<file path="config.mk">
export PLATFORM = sky130hd
export DESIGN_NAME = fetch_pc_gen
export DESIGN_NICKNAME = d
export VERILOG_FILES = /design/src/rtl/fetch_pc_gen.sv
export SDC_FILE = /design/constraint.sdc
export NUM_CORES = 1
export LEC_CHECK = 0
export BUFFER_PORTS_ARGS = -buffer_cell sky130_fd_sc_hd__buf_2
export CORE_ASPECT_RATIO = 1.1
export CORE_MARGIN = 2
export CORE_UTILIZATION = 45
export DETAILED_ROUTE_END_ITERATION = 10
export GPL_ROUTABILITY_DRIVEN = 0
export PLACE_DENSITY = 0.67
export SYNTH_ARGS = -nofsm -noshare
export SYNTH_HDL_FRONTEND = slang
export SYNTH_SLANG_ARGS = --single-unit
</file>
<file path="constraint.sdc">
create_clock -name clk -period 6.2 [get_ports clk]
set_input_delay 0.31 -clock clk [delete_from_list [all_inputs] [get_ports clk]]
set_output_delay 0.31 -clock clk [all_outputs]
set_load 0.01 [all_outputs]
</file>
<file path="src/rtl/fetch_pc_gen.sv">
// fetch_pc_gen: fetch program-counter generator with a return-address stack.
// The next PC is chosen by fixed priority: recover, stall, return, jump/call,
// sequential. The RAS is a circular buffer that overwrites its oldest entry
// when a call arrives while it is full.
module fetch_pc_gen #(
   parameter int unsigned ADDR_W    = 16,
   parameter int unsigned STRIDE    = 1,
   parameter int unsigned RESET_PC  = 0,
   parameter int unsigned RAS_DEPTH = 4,
   parameter int unsigned N_STALL   = 3
) (
   input  logic              clk,
   input  logic              reset,
   input  logic [N_STALL-1:0] stall,
   input  logic              recover_valid,
   input  logic [ADDR_W-1:0] recover_pc,
   input  logic              jump_valid,
   input  logic [ADDR_W-1:0] jump_target,
   input  logic              call_valid,
   input  logic              ret_valid,
   output logic [ADDR_W-1:0] pc_out,
   output logic [ADDR_W-1:0] pc_plus_one,
   output logic              ras_empty,
   output logic              ras_full,
   output logic              ret_miss
);

   localparam int unsigned PTR_W = (RAS_DEPTH > 1) ? $clog2(RAS_DEPTH) : 1;
   localparam int unsigned CNT_W = $clog2(RAS_DEPTH + 1);

   localparam logic [ADDR_W-1:0] STRIDE_V  = ADDR_W'(STRIDE);
   localparam logic [ADDR_W-1:0] RESET_V   = ADDR_W'(RESET_PC);
   localparam logic [CNT_W-1:0]  CNT_MAX   = CNT_W'(RAS_DEPTH);
   localparam logic [PTR_W-1:0]  PTR_ONE   = PTR_W'(1);
   localparam logic [CNT_W-1:0]  CNT_ONE   = CNT_W'(1);

   logic [ADDR_W-1:0] pc_q, pc_d;
   logic [PTR_W-1:0]  tp_q, tp_d;
   logic [CNT_W-1:0]  cnt_q, cnt_d;
   logic              ret_miss_q, ret_miss_d;

   // RAS storage has no reset: its contents only matter where cnt says so.
   logic [ADDR_W-1:0] ras_q [RAS_DEPTH];
   logic              ras_we;
   logic [PTR_W-1:0]  ras_wptr;
   logic [ADDR_W-1:0] ras_wdata;

   logic              adv;
   logic [ADDR_W-1:0] pc_inc;
   logic [ADDR_W-1:0] ras_top;

   assign adv     = ~|stall;
   assign pc_inc  = pc_q + STRIDE_V;   // truncates, so the PC wraps to 0
   assign ras_top = ras_q[tp_q];

   // Next-PC selection and RAS pointer update, highest priority first.
   always_comb begin
      pc_d       = pc_q;
      tp_d       = tp_q;
      cnt_d      = cnt_q;
      ret_miss_d = 1'b0;
      ras_we     = 1'b0;
      ras_wptr   = tp_q + PTR_ONE;
      ras_wdata  = pc_inc;

      if (recover_valid) begin
         // Recovery beats stall and leaves the RAS alone.
         pc_d = recover_pc;
      end else if (adv) begin
         if (ret_valid) begin
            // A return drops any jump/call sampled on the same edge.
            if (cnt_q != '0) begin
               pc_d  = ras_top;
               tp_d  = tp_q - PTR_ONE;
               cnt_d = cnt_q - CNT_ONE;
            end else begin
               pc_d       = pc_inc;
               ret_miss_d = 1'b1;
            end
         end else if (jump_valid) begin
            pc_d = jump_target;
            if (call_valid) begin
               // When full, tp+1 lands on the oldest entry and overwrites it.
               ras_we = 1'b1;
               tp_d   = tp_q + PTR_ONE;
               if (cnt_q != CNT_MAX)
                  cnt_d = cnt_q + CNT_ONE;
            end
         end else begin
            pc_d = pc_inc;
         end
      end
   end

   // PC, RAS pointers and miss pulse; reset takes effect immediately.
   always_ff @(posedge clk or posedge reset) begin
      if (reset) begin
         pc_q       <= RESET_V;
         tp_q       <= '0;
         cnt_q      <= '0;
         ret_miss_q <= 1'b0;
      end else begin
         pc_q       <= pc_d;
         tp_q       <= tp_d;
         cnt_q      <= cnt_d;
         ret_miss_q <= ret_miss_d;
      end
   end

   // RAS entry write on a call push; blocked while reset is held.
   always_ff @(posedge clk) begin
      if (ras_we && !reset)
         ras_q[ras_wptr] <= ras_wdata;
   end

   assign pc_out      = pc_q;
   assign pc_plus_one = pc_inc;
   assign ras_empty   = (cnt_q == '0);
   assign ras_full    = (cnt_q == CNT_MAX);
   assign ret_miss    = ret_miss_q;

endmodule

</file>
==> out/results.txt, run 1 <==
Total core area = 8870 sq um
CP max FO = 10
Antenna violations before repair = 0
Pwr per Cell Area = 325 nW/um^2
Crit path DAT = 2510 ps
Slew margin rel. = 25.4%
Initial Util = 46.3%
First-pass GRT wire length = 15.2 mm
Psw = 476 uW
Vias = 2781
Static Leak = 0.00175 uW
Skew-Pair Late Insertion Delay = 360 ps
Unique masters post-synth = 50
Slew of the pin with the lowest slew margin = 1120 ps
Vias in the first global route = 2731
Slew Limit Fails = 0
Flops & latches, synth = 86
I/O pin count = 76
Die Span X = 95.1 um
Switching share of power = 31.2%
Util after Layout = 53.0%
Num CTS Buffers = 9
FMAX = 355 MHz
Cts hold-fix bufs = 0
Number of synthesized flops with an enable pin = 64
Worst-path clk slew = 80 ps
Clock tree buffer depth = 2
Die area = 9920 sq um
R2R depth = 2
Logic pwr share = 24.6%
Setup violations, final = 0
Final wirelength = 9.95 mm
Post-route DRC = 0
Worst VDD drop = 0.110 mV
Reg2reg end = ras_q[0][11]$_DFFE_PP_
Buffers added on ports = 75
Nets = 402
Cell Area, Synth = 4110 sq um
Hpwl dp = 6.63 mm
CP startpoint = pc_out[2]$_DFFE_PP0P_
Post_cts resized = 0
Post-DRT Antenna Nets = 0
Reg2reg setup slack = 3760 ps
Aggregate global-route resource usage = 21.0%
Post-DR vias/cell = 5.87
Worst R2R Start = tp_q[0]$_DFFE_PP0P_
RSZ-0062 raised after global routing = no
Status = completed
Share of cells above drive strength 1 = 32.5%
Sequential share of power = 50.0%
Diodes inserted = 0
Top FF cell, synth = edfxtp_1
Fin Setup TNS = 0 ps
DR iter-0 viols = 215
Worst EP required = 5890 ps
TritonRoute pass-1 iters = 4
Ys async rst share = 25.6%
Internal = 1050 uW
Startpoint types = flip-flop
Post-Syn Instances = 287
Worst Hold Class = in2async
Clock power frac = 25.4%
Type of the worst setup path = reg2out
Fillers = 733
DIE HEIGHT = 104 um
Largest net degree at the start of global routing = 23
Gr ovfl total = 0
Fin crit period = 2820 ps
Fin. Hold Viols = 0
Max Cap Violations = 0
Mapped Nets = 334
Critical Path End = pc_plus_one[15]
CP Capture Type = primary output
Clock skew = 11.4 ps
Post-synthesis sequential area ratio = 60.1%
Number of H-tree levels = 3
Postcts setup bufs = 0
YS warnings = 0
Drt wl/cell = 21.0 um
Period utilization = 45.5%
Clock root cell = clkbuf_8
Core Rows = 36
Synth Area per Inst = 14.3 sq um
Syn-to-layout area delta = 14.4%
CTS tree = built
Num Clock Sinks = 86
==> cells by family (layout without fill, tap and decap cells) <==
| kind of cell | Yosys count | after routing | synth area share, % |
|---|---|---|---|
| xor gates and xnor gates | 11 | 11 | 2.34 |
| and+or+nand+nor | 62 | 62 | 9.52 |
| AOI/OAI and AO/OA | 70 | 70 | 12.4 |
| adders and majority gates | 6 | 6 | 2.01 |
| muxes | 18 | 18 | 9.25 |
| DFF | 86 | 86 | 60.1 |
| buffers and inverters | 34 | 107 | 4.29 |
==> metrics by stage <==
stage | total power (uW) | hold slack [ps] | area, sq um | instances | worst slack [ps]
final | 1530 | 186 | 4700 | 474 | 3380
after global routing | 1600 | 233 | 4700 | 474 | 3230
after CTS | 1540 | 211 | 4700 | 474 | 3350
after detailed placement | 1150 | 517 | 4520 | 458 | 3350
after global placement | 1150 | 502 | 4520 | 458 | 3440
after floorplan | 1030 | 299 | 4110 | 287 | 4130
==> synth_stat cells, types with 2 or more instances <==
cell type  count  share of area (%)
nand2_1       12                1.1
o221a_2        2               0.55
or2_2          4               0.61
mux2i_1        2               0.49
o2bb2ai_1      2               0.43
and3_1         5               0.76
o31a_1         3               0.64
nor4_1         8                1.2
o221ai_1       2               0.43
o21a_1         3               0.55
a21o_1         2               0.37
clkbuf_8       2               0.67
ha_1           5                1.5
buf_2          2               0.24
or2_1          4               0.61
nand4_4        2                1.0
nor2_1         4               0.37
o21ai_0        8               0.97
dfrtp_1       22                 13
o31a_2         2               0.49
edfxtp_1      64                 47
nand4_1        2               0.30
clkbuf_1      10               0.91
nand3_1        5               0.61
mux4_2        16                8.8
nor2b_1        2               0.30
inv_1         15                1.4
nor3_1         6               0.73
xnor2_1        9                1.9
o21ai_1        2               0.24
a221oi_1      16                3.4
buf_6          3               0.82
xor2_1         2               0.43
a21oi_1       11                1.3
nor3b_1        2               0.37
o22ai_1       12                1.8
==> flip-flops by register name (all words and copies together), names as in the netlist <==
| name | count |
|---|---|
| ret_miss | 1 |
| ras_q | 64 |
| cnt_q | 3 |
| tp_q | 2 |
| pc_out | 16 |
==> metal layers <==
layer	wire length [um]	up-vias	track usage [%]
met2	5070	77	33.8
met4	203	0	8.39
li1	-	1275	-
met3	422	14	3.26
met1	4260	1415	28.4
met5	0	-	0
==> power by group through the flow <==
stage	Sequential, uW	Combinational [uW]	Clock [uW]
detailed placement	780	373	0
global placement	777	368	0
CTS	768	376	395
global route	777	409	417
finish	764	375	389
floorplan	714	320	0
==> layout by cell type (no fill, tap or decap), types with 9 or more instances in the layout <==
cell | netlist | routed
clkbuf_8 | 2 | 10
a221oi_1 | 16 | 16
edfxtp_1 | 64 | 64
a21oi_1 | 11 | 11
nand2_1 | 12 | 12
dfrtp_1 | 22 | 22
mux4_2 | 16 | 16
buf_2 | 2 | 75
o22ai_1 | 12 | 12
inv_1 | 15 | 15
xnor2_1 | 9 | 9
==> final cells by class <==
type                            instances  area [sq um]  area share, %
Clock inverter                          2          35.0          0.745
Sequential cell                        86          2470           52.6
Inverter                               15          56.3           1.20
Tap cell                              114           143           3.03
Clock buffer                           14           153           3.24
Multi-Input combinational cell        167          1460           31.1
Timing Repair Buffer                   76           383           8.14
==> critical path, stage by stage (launching register included) <==
cell	delay (ps)
dfrtp_1	530
nand3_1	390
nor4_1	480
xor2_1	520
buf_2	240
==> worst min-delay path by stage <==
stage	from	endpoint	slack, ps	cells past startpoint
4_1_cts	reset	tp_q[1]$_DFFE_PP0P_	210	2
2_1_floorplan	reset	cnt_q[0]$_DFFE_PP0P_	300	1
5_1_grt	recover_pc[12]	pc_out[12]$_DFFE_PP0P_	230	3
3_3_place_gp	cnt_q[2]$_DFFE_PP0P_	cnt_q[2]$_DFFE_PP0P_	500	1
6_report	reset	tp_q[1]$_DFFE_PP0P_	190	2
3_5_place_dp	cnt_q[2]$_DFFE_PP0P_	cnt_q[2]$_DFFE_PP0P_	520	1
No activity file was read; power rests on OpenSTA's default activity.
==> inputs of run 2 (changes only) <==
--- a/config.mk
+++ b/config.mk
@@ -11,7 +11,7 @@
 export CORE_UTILIZATION = 45
 export DETAILED_ROUTE_END_ITERATION = 10
 export GPL_ROUTABILITY_DRIVEN = 0
-export PLACE_DENSITY = 0.67
+export PLACE_DENSITY = 0.69
 export SYNTH_ARGS = -nofsm -noshare
 export SYNTH_HDL_FRONTEND = slang
 export SYNTH_SLANG_ARGS = --single-unit
==> constraint.sdc (replaced) <==
create_clock -name clk -period 2.54 [get_ports clk]
set_input_delay 0.127 -clock clk [delete_from_list [all_inputs] [get_ports clk]]
set_output_delay 0.127 -clock clk [all_outputs]
set_load 0.01 [all_outputs]
==> run 2 against run 1 <==
Clock skew is essentially flat; sequential power rose by 130%; die area did not move; critical path depth stayed put; global-route usage grew 0.51 points; combinational power rose to 2.9 times the previous value; via count grew 3.8%; largest power group unchanged.
==> out/results.txt, run 2 (synthesis results as in run 1) <==
Skew-Pair Late Insertion Delay = 370 ps (about the same)
Crit path DAT = 2320 ps (-190 ps)
Non-filler instance count after layout = 490 (+3.4%)
Num CTS Buffers = 9 (unchanged)
Setup violations, final = 0 (unchanged)
Worst-path clk slew = 90 ps (about the same)
Num Clock Sinks = 86 (unchanged)
Share of cells above drive strength 1 = 36.4% (+3.9 points)
TritonRoute pass-1 iters = 4 (unchanged)
Max Cap Violations = 0 (unchanged)
Final wirelength = 10.1 mm (+1.9%)
Post-route DRC = 0 (unchanged)
Total core area = 8870 sq um (unchanged)
DIE HEIGHT = 104 um (unchanged)
First-pass GRT wire length = 15.6 mm (+3.0%)
Worst VDD drop = 0.392 mV (+250%)
Nets = 418 (+4.0%)
Period utilization = 96.2%
Hpwl dp = 7.20 mm (+8.6%)
CTS tree = built
Slew Limit Fails = 0 (unchanged)
Fin crit period = 2440 ps
Max FFs per register = 64 (unchanged)
Syn-to-layout area delta = 17.9%
Post-DR vias/cell = 5.89 (+0.46%)
Drt wl/cell = 20.7 um (-1.4%)
Clock root cell = clkbuf_8
Pwr per Cell Area = 777 nW/um^2 (+140%)
Multi-input logic area = 1470 sq um (+0.51%)
Hold slack final = 49.3 ps (-137 ps)
Core Rows = 36 (unchanged)
Number of H-tree levels = 3 (unchanged)
Largest net degree at the start of global routing = 23 (unchanged)
Register area = 2470 sq um (unchanged)
Postcts setup bufs = 0 (unchanged)
Clock skew = 11.2 ps (-0.214 ps)
Worst EP required = 2410 ps (-3480 ps)
Aggregate global-route resource usage = 21.5% (+0.51 points)
Fillers = 720 (-1.8%)
Largest Register = ras_q
Most frequent cells in the layout = 75 x buf_2, 64 x edfxtp_1, 22 x dfrtp_1
Antenna violations before repair = 0 (unchanged)
Vias = 2888 (+3.8%)
Clock tree buffer depth = 2 (unchanged)
Diodes inserted = 0 (unchanged)
Fin Setup TNS = 0 ps (unchanged)
DR iter-0 viols = 261 (+21%)
Worst Hold Class = in2reg
I/O pin count = 76 (unchanged)
WHS Path Cells = 3
Type of the worst setup path = reg2out
Vias in the first global route = 2927 (+7.2%)
Die Span X = 95.1 um (unchanged)
Commonest non-fill, non-tap cell in the layout = buf_2
Slew margin rel. = 34.4% (+9.0 points)
R2R depth = 5 (+3)
CP Capture Type = primary output
Initial Util = 46.3% (unchanged)
Placed cells = 473 (+3.3%)
Slew of the pin with the lowest slew margin = 983 ps (-136 ps)
Gr ovfl total = 0 (unchanged)
Startpoint types = flip-flop
Die area = 9920 sq um (unchanged)
Static Leak = 0.00185 uW (+5.7%)
RSZ-0062 raised after global routing = no
Status = completed
Post-DRT Antenna Nets = 0 (unchanged)
CP max FO = 10 (unchanged)
Fin. Hold Viols = 0 (unchanged)
FMAX = 409 MHz
Buffers added on ports = 75 (unchanged)
run 2: changes by cell type in the layout (fill, tap and decap cells not counted), moves of 2 or more:
cell | previous run | this run
buf_4 | 1 | 15
clkbuf_1 | 4 | 0
inv_6 | 0 | 4
inv_8 | 0 | 2
run 2: power breakdown:
group	switching [uW]	total, uW	internal (uW)	leakage [uW]
clock network	538	919	381	0.0000988
registers	151	1770	1620	0.000825
logic	559	1070	515	0.000928
run 2: what timing repair did:
| item | 4_1_cts | 5_1_grt |
|---|---|---|
| gates resized for setup | 0 | 1 |
| endpoints found under the hold margin | 5 | 0 |
| hold buffers | 1 | 0 |
| setup endpoints to repair | 0 | 1 |
run 2: metrics by stage:
step	total power, uW	setup slack [ps]	area (sq um)	utilization, %
2_1_floorplan	2520	523	4110	-
3_3_place_gp	2850	522	4640	52.3
3_5_place_dp	2880	464	4640	52.3
4_1_cts	3790	81.4	4840	54.5
5_1_grt	3970	8.28	4850	54.6
6_report	3770	97.7	4850	54.6
run 2: worst paths after layout:
path | slack [ps] | end | start
max | 100 | pc_plus_one[15] | pc_out[5]$_DFFE_PP0P_
min | 50 | pc_out[2]$_DFFE_PP0P_ | recover_pc[2]
max reg2reg | 440 | pc_out[14]$_DFFE_PP0P_ | pc_out[0]$_DFFE_PP0P_
min reg2reg | 540 | cnt_q[2]$_DFFE_PP0P_ | cnt_q[2]$_DFFE_PP0P_
max in group asynchronous | 1390 | pc_out[0]$_DFFE_PP0P_ | reset
min in group asynchronous | 550 | pc_out[11]$_DFFE_PP0P_ | reset
run 2: layer usage:
| metal | GRT usage [%] | share of wire [%] | vias to the layer above |
|---|---|---|---|
| li1 | - | - | 1304 |
| met1 | 28.5 | 41 | 1453 |
| met2 | 34.6 | 50 | 117 |
| met3 | 3.99 | 6.8 | 14 |
| met4 | 8.80 | 2.0 | 0 |
| met5 | 0 | 0 | - |
run 2: critical path: stages (launching register included):
cell and delay [ps]:
dfrtp_1 530, nand4_4 210, nor4_1 550, xor2_1 440
buf_2 220
run 2: layout make-up:
class | instances | share of cell area (%)
timing repair buffer | 92 | 10.7
tap | 114 | 2.94
sequential | 86 | 51.0
multi-input combinational | 167 | 30.3
clock buffer | 9 | 2.56
inverter | 15 | 1.16
clock inverter | 7 | 1.29
